===== config.mk =====
export PLATFORM = sky130hd
export DESIGN_NAME = block_drop_ctrl_flat
export DESIGN_NICKNAME = d
export VERILOG_FILES = /design/src/rtl/block_drop_ctrl_if.sv /design/src/rtl/block_drop_ctrl.sv /design/src/flat_wrapper.sv
export SDC_FILE = /design/constraint.sdc
export NUM_CORES = 1
export LEC_CHECK = 0
export CAP_MARGIN = 20
export CORE_ASPECT_RATIO = 0.75
export CORE_MARGIN = 4
export CORE_UTILIZATION = 47
export CTS_CLUSTER_DIAMETER = 40
export CTS_CLUSTER_SIZE = 24
export DETAILED_ROUTE_END_ITERATION = 6
export PLACE_DENSITY = 0.71
export SLEW_MARGIN = 20
export SYNTH_ARGS = -nofsm -noshare
export SYNTH_HDL_FRONTEND = slang
export SYNTH_SLANG_ARGS = --single-unit

===== constraint.sdc =====
create_clock -name Clk -period 10 [get_ports Clk]
set_input_delay 2.5 -clock Clk [delete_from_list [all_inputs] [get_ports Clk]]
set_output_delay 2.5 -clock Clk [all_outputs]
set_load 0.02 [all_outputs]

===== src/rtl/block_drop_ctrl_if.sv =====
// Bus between the release sequencer / player input and the falling-block lane controller.
interface block_drop_ctrl_if;
  localparam int unsigned LANES = 5;
  localparam int unsigned YW    = 10;
  localparam int unsigned SW    = 8;
  localparam int unsigned MW    = 3;

  logic                      frame_tick;
  logic [LANES-1:0]          block_ready;
  logic [LANES-1:0]          catch;
  logic [LANES-1:0][YW-1:0]  block_y;
  logic [LANES-1:0]          block_active;
  logic [SW-1:0]             score;
  logic [MW-1:0]             miss_count;
  logic                      game_over;

  modport master (
    output frame_tick, block_ready, catch,
    input  block_y, block_active, score, miss_count, game_over
  );

  modport slave (
    input  frame_tick, block_ready, catch,
    output block_y, block_active, score, miss_count, game_over
  );
endinterface


===== src/rtl/block_drop_ctrl.sv =====
// Five independent falling-block lanes with catch/miss scoring and a sticky game-over.
module block_drop_ctrl #(
  parameter int unsigned FALL_STEP = 2,
  parameter int unsigned FLOOR_Y   = 479,
  parameter int unsigned SPAWN_Y   = 0,
  parameter int unsigned MAX_MISS  = 3
) (
  input  logic             Clk,
  input  logic             Reset,
  block_drop_ctrl_if.slave bus
);
  localparam int unsigned LANES = 5;
  localparam int unsigned YW    = 10;
  localparam int unsigned YSW   = YW + 1;
  localparam int unsigned SW    = 8;
  localparam int unsigned SSW   = SW + 1;
  localparam int unsigned MW    = 3;
  localparam int unsigned MSW   = MW + 1;
  localparam int unsigned CW    = 3;

  localparam logic [YW-1:0]  SPAWN   = YW'(SPAWN_Y);
  localparam logic [YW-1:0]  FLOOR   = YW'(FLOOR_Y);
  localparam logic [YSW-1:0] FLOOR_W = YSW'(FLOOR_Y);
  localparam logic [YSW-1:0] STEP_W  = YSW'(FALL_STEP);
  localparam logic [MW-1:0]  MISS_LIM = MW'(MAX_MISS);

  typedef enum logic [1:0] {S_IDLE, S_FALL, S_RESPAWN} lane_state_e;

  lane_state_e               state_q [LANES];
  lane_state_e               state_d [LANES];
  logic [LANES-1:0][YW-1:0]  y_q, y_d;
  logic [LANES-1:0][YSW-1:0] sum_c;
  logic [LANES-1:0]          land_c;
  logic [LANES-1:0]          active_q, active_d;
  logic [LANES-1:0]          caught_c, landed_c;
  logic [SW-1:0]             score_q, score_d;
  logic [SSW-1:0]            score_sum_c;
  logic [MW-1:0]             miss_q, miss_d;
  logic [MSW-1:0]            miss_sum_c;
  logic                      game_over_q;
  logic                      halt_c;

  function automatic logic [CW-1:0] ones(input logic [LANES-1:0] v);
    logic [CW-1:0] n;
    n = '0;
    for (int i = 0; i < int'(LANES); i++) n = n + CW'(v[i]);
    return n;
  endfunction

  // Once the miss limit is reached the lanes stop on the same edge that raises game_over.
  assign halt_c = game_over_q | (miss_q >= MISS_LIM);

  // 11-bit advance so a step near the top of the Y range cannot wrap past the floor.
  always_comb begin
    for (int i = 0; i < int'(LANES); i++) begin
      sum_c[i]  = YSW'(y_q[i]) + STEP_W;
      land_c[i] = bus.frame_tick & (sum_c[i] >= FLOOR_W);
    end
  end

  // Lane state register.
  always_ff @(posedge Clk or posedge Reset) begin
    if (Reset) begin
      for (int i = 0; i < int'(LANES); i++) state_q[i] <= S_IDLE;
    end else begin
      state_q <= state_d;
    end
  end

  // Lane next-state logic; a catch takes priority over a landing tick.
  always_comb begin
    for (int i = 0; i < int'(LANES); i++) begin
      state_d[i] = state_q[i];
      if (halt_c) begin
        state_d[i] = S_IDLE;
      end else begin
        case (state_q[i])
          S_IDLE:    if (bus.block_ready[i])            state_d[i] = S_FALL;
          S_FALL:    if (bus.catch[i] || land_c[i])     state_d[i] = S_RESPAWN;
          S_RESPAWN: if (bus.frame_tick)                state_d[i] = S_FALL;
          default:                                      state_d[i] = S_IDLE;
        endcase
      end
    end
  end

  // Lane outputs: next Y, catch/land events and next active flag.
  always_comb begin
    y_d      = y_q;
    caught_c = '0;
    landed_c = '0;
    active_d = '0;
    for (int i = 0; i < int'(LANES); i++) begin
      if (!halt_c) begin
        case (state_q[i])
          S_IDLE: if (bus.block_ready[i]) y_d[i] = SPAWN;
          S_FALL: begin
            if (bus.catch[i]) begin
              y_d[i]      = SPAWN;
              caught_c[i] = 1'b1;
            end else if (land_c[i]) begin
              y_d[i]      = FLOOR;
              landed_c[i] = 1'b1;
            end else if (bus.frame_tick) begin
              y_d[i] = sum_c[i][YW-1:0];
            end
          end
          S_RESPAWN: if (bus.frame_tick) y_d[i] = SPAWN;
          default: ;
        endcase
      end
      active_d[i] = (state_d[i] == S_FALL);
    end
  end

  // Saturating score and miss counters.
  always_comb begin
    score_sum_c = SSW'(score_q) + SSW'(ones(caught_c));
    miss_sum_c  = MSW'(miss_q) + MSW'(ones(landed_c));
    score_d     = score_sum_c[SW] ? '1 : score_sum_c[SW-1:0];
    miss_d      = miss_sum_c[MW]  ? '1 : miss_sum_c[MW-1:0];
  end

  always_ff @(posedge Clk or posedge Reset) begin
    if (Reset) begin
      y_q         <= {LANES{SPAWN}};
      active_q    <= '0;
      score_q     <= '0;
      miss_q      <= '0;
      game_over_q <= 1'b0;
    end else begin
      y_q         <= y_d;
      active_q    <= active_d;
      score_q     <= score_d;
      miss_q      <= miss_d;
      game_over_q <= halt_c;
    end
  end

  assign bus.block_y      = y_q;
  assign bus.block_active = active_q;
  assign bus.score        = score_q;
  assign bus.miss_count   = miss_q;
  assign bus.game_over    = game_over_q;
endmodule


===== src/flat_wrapper.sv =====
// flat-port wrapper written by rule: the top's interface ports become plain ports
module block_drop_ctrl_flat 
#(
  parameter int unsigned FALL_STEP = 2,
  parameter int unsigned FLOOR_Y   = 479,
  parameter int unsigned SPAWN_Y   = 0,
  parameter int unsigned MAX_MISS  = 3
)
  (Clk, Reset, bus_frame_tick, bus_block_ready, bus_catch, bus_block_y, bus_block_active, bus_score, bus_miss_count, bus_game_over);
  block_drop_ctrl_if bus_i ();
  input  logic Clk;
  input  logic Reset;
  input wire logic [$bits(bus_i.frame_tick)-1:0] bus_frame_tick;
  input wire logic [$bits(bus_i.block_ready)-1:0] bus_block_ready;
  input wire logic [$bits(bus_i.catch)-1:0] bus_catch;
  output wire logic [$bits(bus_i.block_y)-1:0] bus_block_y;
  output wire logic [$bits(bus_i.block_active)-1:0] bus_block_active;
  output wire logic [$bits(bus_i.score)-1:0] bus_score;
  output wire logic [$bits(bus_i.miss_count)-1:0] bus_miss_count;
  output wire logic [$bits(bus_i.game_over)-1:0] bus_game_over;
  assign bus_i.frame_tick = bus_frame_tick;
  assign bus_i.block_ready = bus_block_ready;
  assign bus_i.catch = bus_catch;
  assign bus_block_y = bus_i.block_y;
  assign bus_block_active = bus_i.block_active;
  assign bus_score = bus_i.score;
  assign bus_miss_count = bus_i.miss_count;
  assign bus_game_over = bus_i.game_over;
  block_drop_ctrl #(.FALL_STEP(FALL_STEP), .FLOOR_Y(FLOOR_Y), .SPAWN_Y(SPAWN_Y), .MAX_MISS(MAX_MISS)) u_core (.Clk(Clk), .Reset(Reset), .bus(bus_i));
endmodule

# Word level (Yosys, flattened, before mapping)
# Cells that the tools add are included.
# W data, S select, Z words.
op_classes:
  addsub: 15
  n_lt_le_gt_ge: 6
  eq_ne: 30
  mux: 88
  n_bitwise: 7
  n_reduce_logical: 20
ops:
  columns: ["cell", "n"]
  rows:
  - ["$mux W10", 21]
  - ["$pmux W10 S3", 5]
  - ["$add A10 B2 Y11 const B", 5]
  - ["$ge A11 B9 Y1 const B", 5]
  - ["$mux W2", 20]
  - ["$mux W1", 35]
  - ["$pmux W2 S3", 5]
  - ["$reduce_and A5 Y1", 5]
  - ["$eq A2 B1 Y1 const B", 10]
  - ["$ne A2 B2 Y1 const B", 10]
  - ["$ne A4 B3 Y1 const B", 5]
  - ["$add A3 B1 Y3", 6]
  - ["$reduce_bool A3 Y1", 5]
  - ["$eq A2 B2 Y1 const B", 5]
  - ["$logic_not A2 Y1", 5]
  - ["$add A8 B3 Y9", 1]
  - ["$mux W8", 1]
  - ["$and A1 B1 Y1", 5]
  - ["$logic_or A1 B1 Y1", 5]
  - ["$add A1 B1 Y2", 2]
  - ["$add A3 B3 Y4", 1]
  - ["$ge A3 B2 Y1 const B", 1]
  - ["$mux W3", 1]
  - ["$not A1 Y1", 1]
  - ["$or A1 B1 Y1", 1]
word_totals:
  ff_bits: 77
  in_bits: 13
  wordCells: 180

# Depth between registers and ports, before layout
depth:
  word_depth: 13
  ltp_mapped: 19
  depth_no_buf: 18

# Worst setup path before layout
# OpenSTA, ideal clock, no wires.
synth_path:
  kind: "in2reg"
  start: "input bus_frame_tick"
  end: "register u_core.miss_q[0] (netlist: u_core.bus.miss_count[0])"
  setup_time_ps: 123
  t_arrival_ps: 5347
  t_required_ps: 9877
  path_slack_ps: 4530
  stages: 13
  n_path_buf: 3
  cell_sequence: "buf_2 > clkbuf_1 > buf_2 > o21a_1 > nand3_1 > fa_1 > inv_1 > ha_1 > fa_1 > ha_1 > a21o_1 > a21oi_1 > nand2b_1"
synth_between:
  elab_chain_len: 11
  word_cells_on_any_way: 31
  classes_between: "add/sub: 5; mux: 21; bitwise: 5"
synth_lines:
  columns: ["item", "line_no", "source"]
  rows:
  - ["from (decl)", "flat_wrapper.sv:13", "input wire logic [$bits(bus_i.frame_tick)-1:0] bus_frame_tick;"]
  - ["$and A1 B1 Y1", "block_drop_ctrl.sv:57", "land_c[i] = bus.frame_tick & (sum_c[i] >= FLOOR_W);"]
  - ["$mux W1", "block_drop_ctrl.sv:101", "end else if (land_c[i]) begin"]
  - ["$mux W1", "block_drop_ctrl.sv:98", "if (bus.catch[i]) begin"]
  - ["$mux W1", "block_drop_ctrl.sv:95", "case (state_q[i])"]
  - ["$mux W1", "block_drop_ctrl.sv:94", "if (!halt_c) begin"]
  - ["$add A1 B1 Y2", "block_drop_ctrl.sv:46", "for (int i = 0; i < int'(LANES); i++) n = n + CW'(v[i]);"]
  - ["$add A3 B1 Y3 (2 in a row)", "block_drop_ctrl.sv:46", null]
  - ["$add A3 B1 Y3 (*)", "block_drop_ctrl.sv:46", null]
  - ["$add A3 B3 Y4 (*)", "block_drop_ctrl.sv:119", "miss_sum_c = MSW'(miss_q) + MSW'(ones(landed_c));"]
  - ["$mux W3 (*)", "block_drop_ctrl.sv:121", "miss_d = miss_sum_c[MW] ? '1 : miss_sum_c[MW-1:0];"]
  - ["via u_core.miss_d[0]", "block_drop_ctrl.sv:38", "logic [MW-1:0] miss_q, miss_d;"]
  - ["to (signal assigned)", "block_drop_ctrl.sv:135", "miss_q <= miss_d;"]
  - ["to (decl)", "block_drop_ctrl.sv:38", null]
# Mark *: on every way through the listed nets, which the timed path passes. The rest lies on a longest branch.
# A chain may end at the register's enable or synchronous reset.

# Final worst setup path
# Same ends and word-level chain as after synthesis.

==> impl_metrics.toml <==
[critical_path]
cp_top_family = "adder cells"
crit_type = "in -> reg"
critPathMaxStageDelay_ns = 0.53
worstSetupStartpointType = "input port"
crit_top_cell = "ha_1"
crit_chain = "clkdlybuf4s50_1 > buf_4 > o221ai_2 > nor3_1 > ha_1 > inv_1 > fa_1 > inv_1 > ha_1 > fa_1 > ha_1 > a21o_1 > a21oi_1 > nand2b_1"
r2r_start = "u_core.bus.block_y[11]"
r2r_setup_slack_ns = 5.25
cp.required_ns = 10.22
arrival_ns = 6.17
end_kind = "register"
r2r_cells = 16
crit_slowest_cell = "fa_1"
cp_num_buf_inv = 4
rr_endpoint = "u_core.bus.miss_count[0]"
cp_max_fo = 33

[synthesis]
synth_edf_count = 0
syn_avg_cell_area_um2 = 8.80
ys_types = 85
synth_cells = 625
yosys_warnings = 0
ys_ff_latch = 77
async_reset_ff_share_pct = 100
synth_flop_cell = "dfrtp_1"
synth-seq-area-share_pct = 35.0
synth_area_mm2 = 0.00550
synth_nets = 664

[sta]
timing.final.crit_share_pct = 59.5
hold_viol = 0
skew_ns = 0.00682
setup_tns_ns = 0
setup_viol = 0
rsz0062_at_grt = "false"
slew_headroom_pct = 40.8
min_period_ns = 5.95
drv_slew = 0
worst_pin_slew_ns = 0.884
fmaxAchievable_ghz = 0.168

[run_status]
status = "complete, no violations"

[floorplanning]
core_area_mm2 = 0.0112
chipWidth_um = 133
rows = 33
die-area_mm2 = 0.0135
num_io_pins = 80
die_h_um = 102
start_util_pct = 49.1

[finish]
final_cell_area_mm2 = 0.00664
nets = 720
syn_to_final_growth_pct = 20.7
mostFrequentLayoutCells = "clkdlybuf4s50_1 (79), dfrtp_1 (77), nand2_1 (45), nor2_1 (43), o21ai_0 (37)"
final_common_cell = "clkdlybuf4s50_1"
antenna_cells = 0
drive_gt1_share_pct = 7.43

[clocking]
cts.clk_slew.worst_paths_ns = 0.06
cts_resized = 0
cts_sinks = 77
post_cts_buffers = 0
holdBufCountCts = 0
cts_buffers = 9
clk_latency_ns = 0.34
tritoncts = "built"
htreeDepth = 3
cts.path.max_buffers = 2
cts-root-buf = "clkbuf_16"

[global_route]
top_usage_layer = "met2"
grt.met3_usage_pct = 4.47
grt_use_met1_pct = 29.9
antenna_found_initial = 0
grt_pass1_vias = 4791
grt_max_degree = 78
grt-ovfl-total = 0
grt_util_met2_pct = 33.0
grt_pass1_wl_um = 23600
track_usage_pct = 21.2

[power]
power.density_mw_per_mm2 = 205
ir_worst_vdd_uv = 114
leakage_nw = 2.81
power_mw = 1.36

[route]
drt_first_iter_violations = 364
drt_first_pass_iters = 5
wire_per_inst_um = 16.5
dr_total_vias = 5038
wl_um = 13900
ant_nets = 0
viasPerCell = 5.98
drc = 0

[worst_hold_path]
min-delay-start = "u_core.bus.block_y[0]"
worstHoldEndpoint = "u_core.bus.block_y[0]"
hold_class = "reg -> reg"
min_path_cells = 2

[place]
io_buffer_count = 79
placed_area_mm2 = 0.00630
dp_hpwl_um = 9800
gp_congestion = 0.852

[flow_run]
drv_cap = 0
[cell usage after synthesis, drive strengths merged, types with 12 or more instances]
| cell type | instances | area, µm² |
|---|---|---|
| dfrtp | 77 | 1930 |
| inv | 37 | 139 |
| nor2b | 14 | 87.6 |
| nor2 | 44 | 168 |
| nor3 | 19 | 100 |
| a31oi | 14 | 103 |
| nand3 | 34 | 175 |
| o21ai | 42 | 221 |
| a21oi | 34 | 170 |
| nand4 | 12 | 90.1 |
| buf | 28 | 170 |
| and2 | 13 | 83.8 |
| and3 | 12 | 80.1 |
| ha | 20 | 250 |
| nand2 | 46 | 175 |
[state kept, by name (all words and copies together), names as in the netlist]
| signal | cells |
|---|---|
| u_core.bus.block_y | 50 |
| u_core.state_q | 10 |
| u_core.bus.game_over | 1 |
| u_core.bus.miss_count | 3 |
| u_core.bus.block_active | 5 |
| u_core.bus.score | 8 |
[report_power, final]
| group | leakage, nW | internal (mW) | switching [mW] |
|---|---|---|---|
| logic | 1.62 | 0.230 | 0.325 |
| registers | 1.03 | 0.373 | 0.0869 |
| clock network | 0.152 | 0.214 | 0.130 |
[per-stage QoR]
stage / cells / util, % / hold WS [ns] / worst slack, ns
after floorplan: 625 / - / 0.547 / 4.53
after global placement: 826 / 56.3 / 0.503 / 3.85
after detailed placement: 826 / 56.3 / 0.515 / 3.67
after CTS: 842 / 59.1 / 0.533 / 4.05
after global routing: 843 / 59.3 / 0.554 / 3.84
final: 843 / 59.3 / 0.532 / 4.05
[logic make-up (layout without fill, tap and decap cells)]
logic type / Yosys count / count (layout) / synth area share (%)
AOI/OAI and AO/OA: 186 / 186 / 24.2
xor gates and xnor gates: 9 / 9 / 1.43
adders and majority gates: 26 / 26 / 6.74
buffers and inverters: 75 / 136 / 6.35
DFF: 77 / 77 / 35.0
muxes: 13 / 13 / 2.57
and+or+nand+nor: 239 / 239 / 23.7
[final cells by class]
class	instances	area [µm²]
Fill cell	1012	4550
Sequential cell	77	1930
Timing Repair Buffer	83	841
Multi-Input combinational cell	473	3220
Inverter	37	139
Tap cell	157	196
Clock inverter	3	42.5
Clock buffer	13	270
[layer usage]
metal	up-vias	share of wire (%)
met3	14	3.8
met1	2480	48
met4	0	1.2
met2	109	47
met5	-	0
li1	2435	-
[worst max-delay path by stage]
| stage | start | to | slack, ns | cells past startpoint |
|---|---|---|---|---|
| after floorplan | bus_frame_tick | u_core.bus.miss_count[0] | 4.53 | 13 |
| after global placement | bus_frame_tick | u_core.bus.miss_count[0] | 3.85 | 14 |
| after detailed placement | bus_frame_tick | u_core.bus.miss_count[0] | 3.67 | 14 |
| after CTS | bus_frame_tick | u_core.bus.miss_count[0] | 4.05 | 14 |
| after global routing | bus_frame_tick | u_core.bus.miss_count[1] | 3.84 | 14 |
| final | bus_frame_tick | u_core.bus.miss_count[0] | 4.05 | 14 |
[tightest hold or removal path: cells and delay by family, from the launching register on]
family,cells,cell delay (ns)
simple gates,1,0.06
flops,1,0.37
compound gates,1,0.07
(Power assumes the default switching activity.)
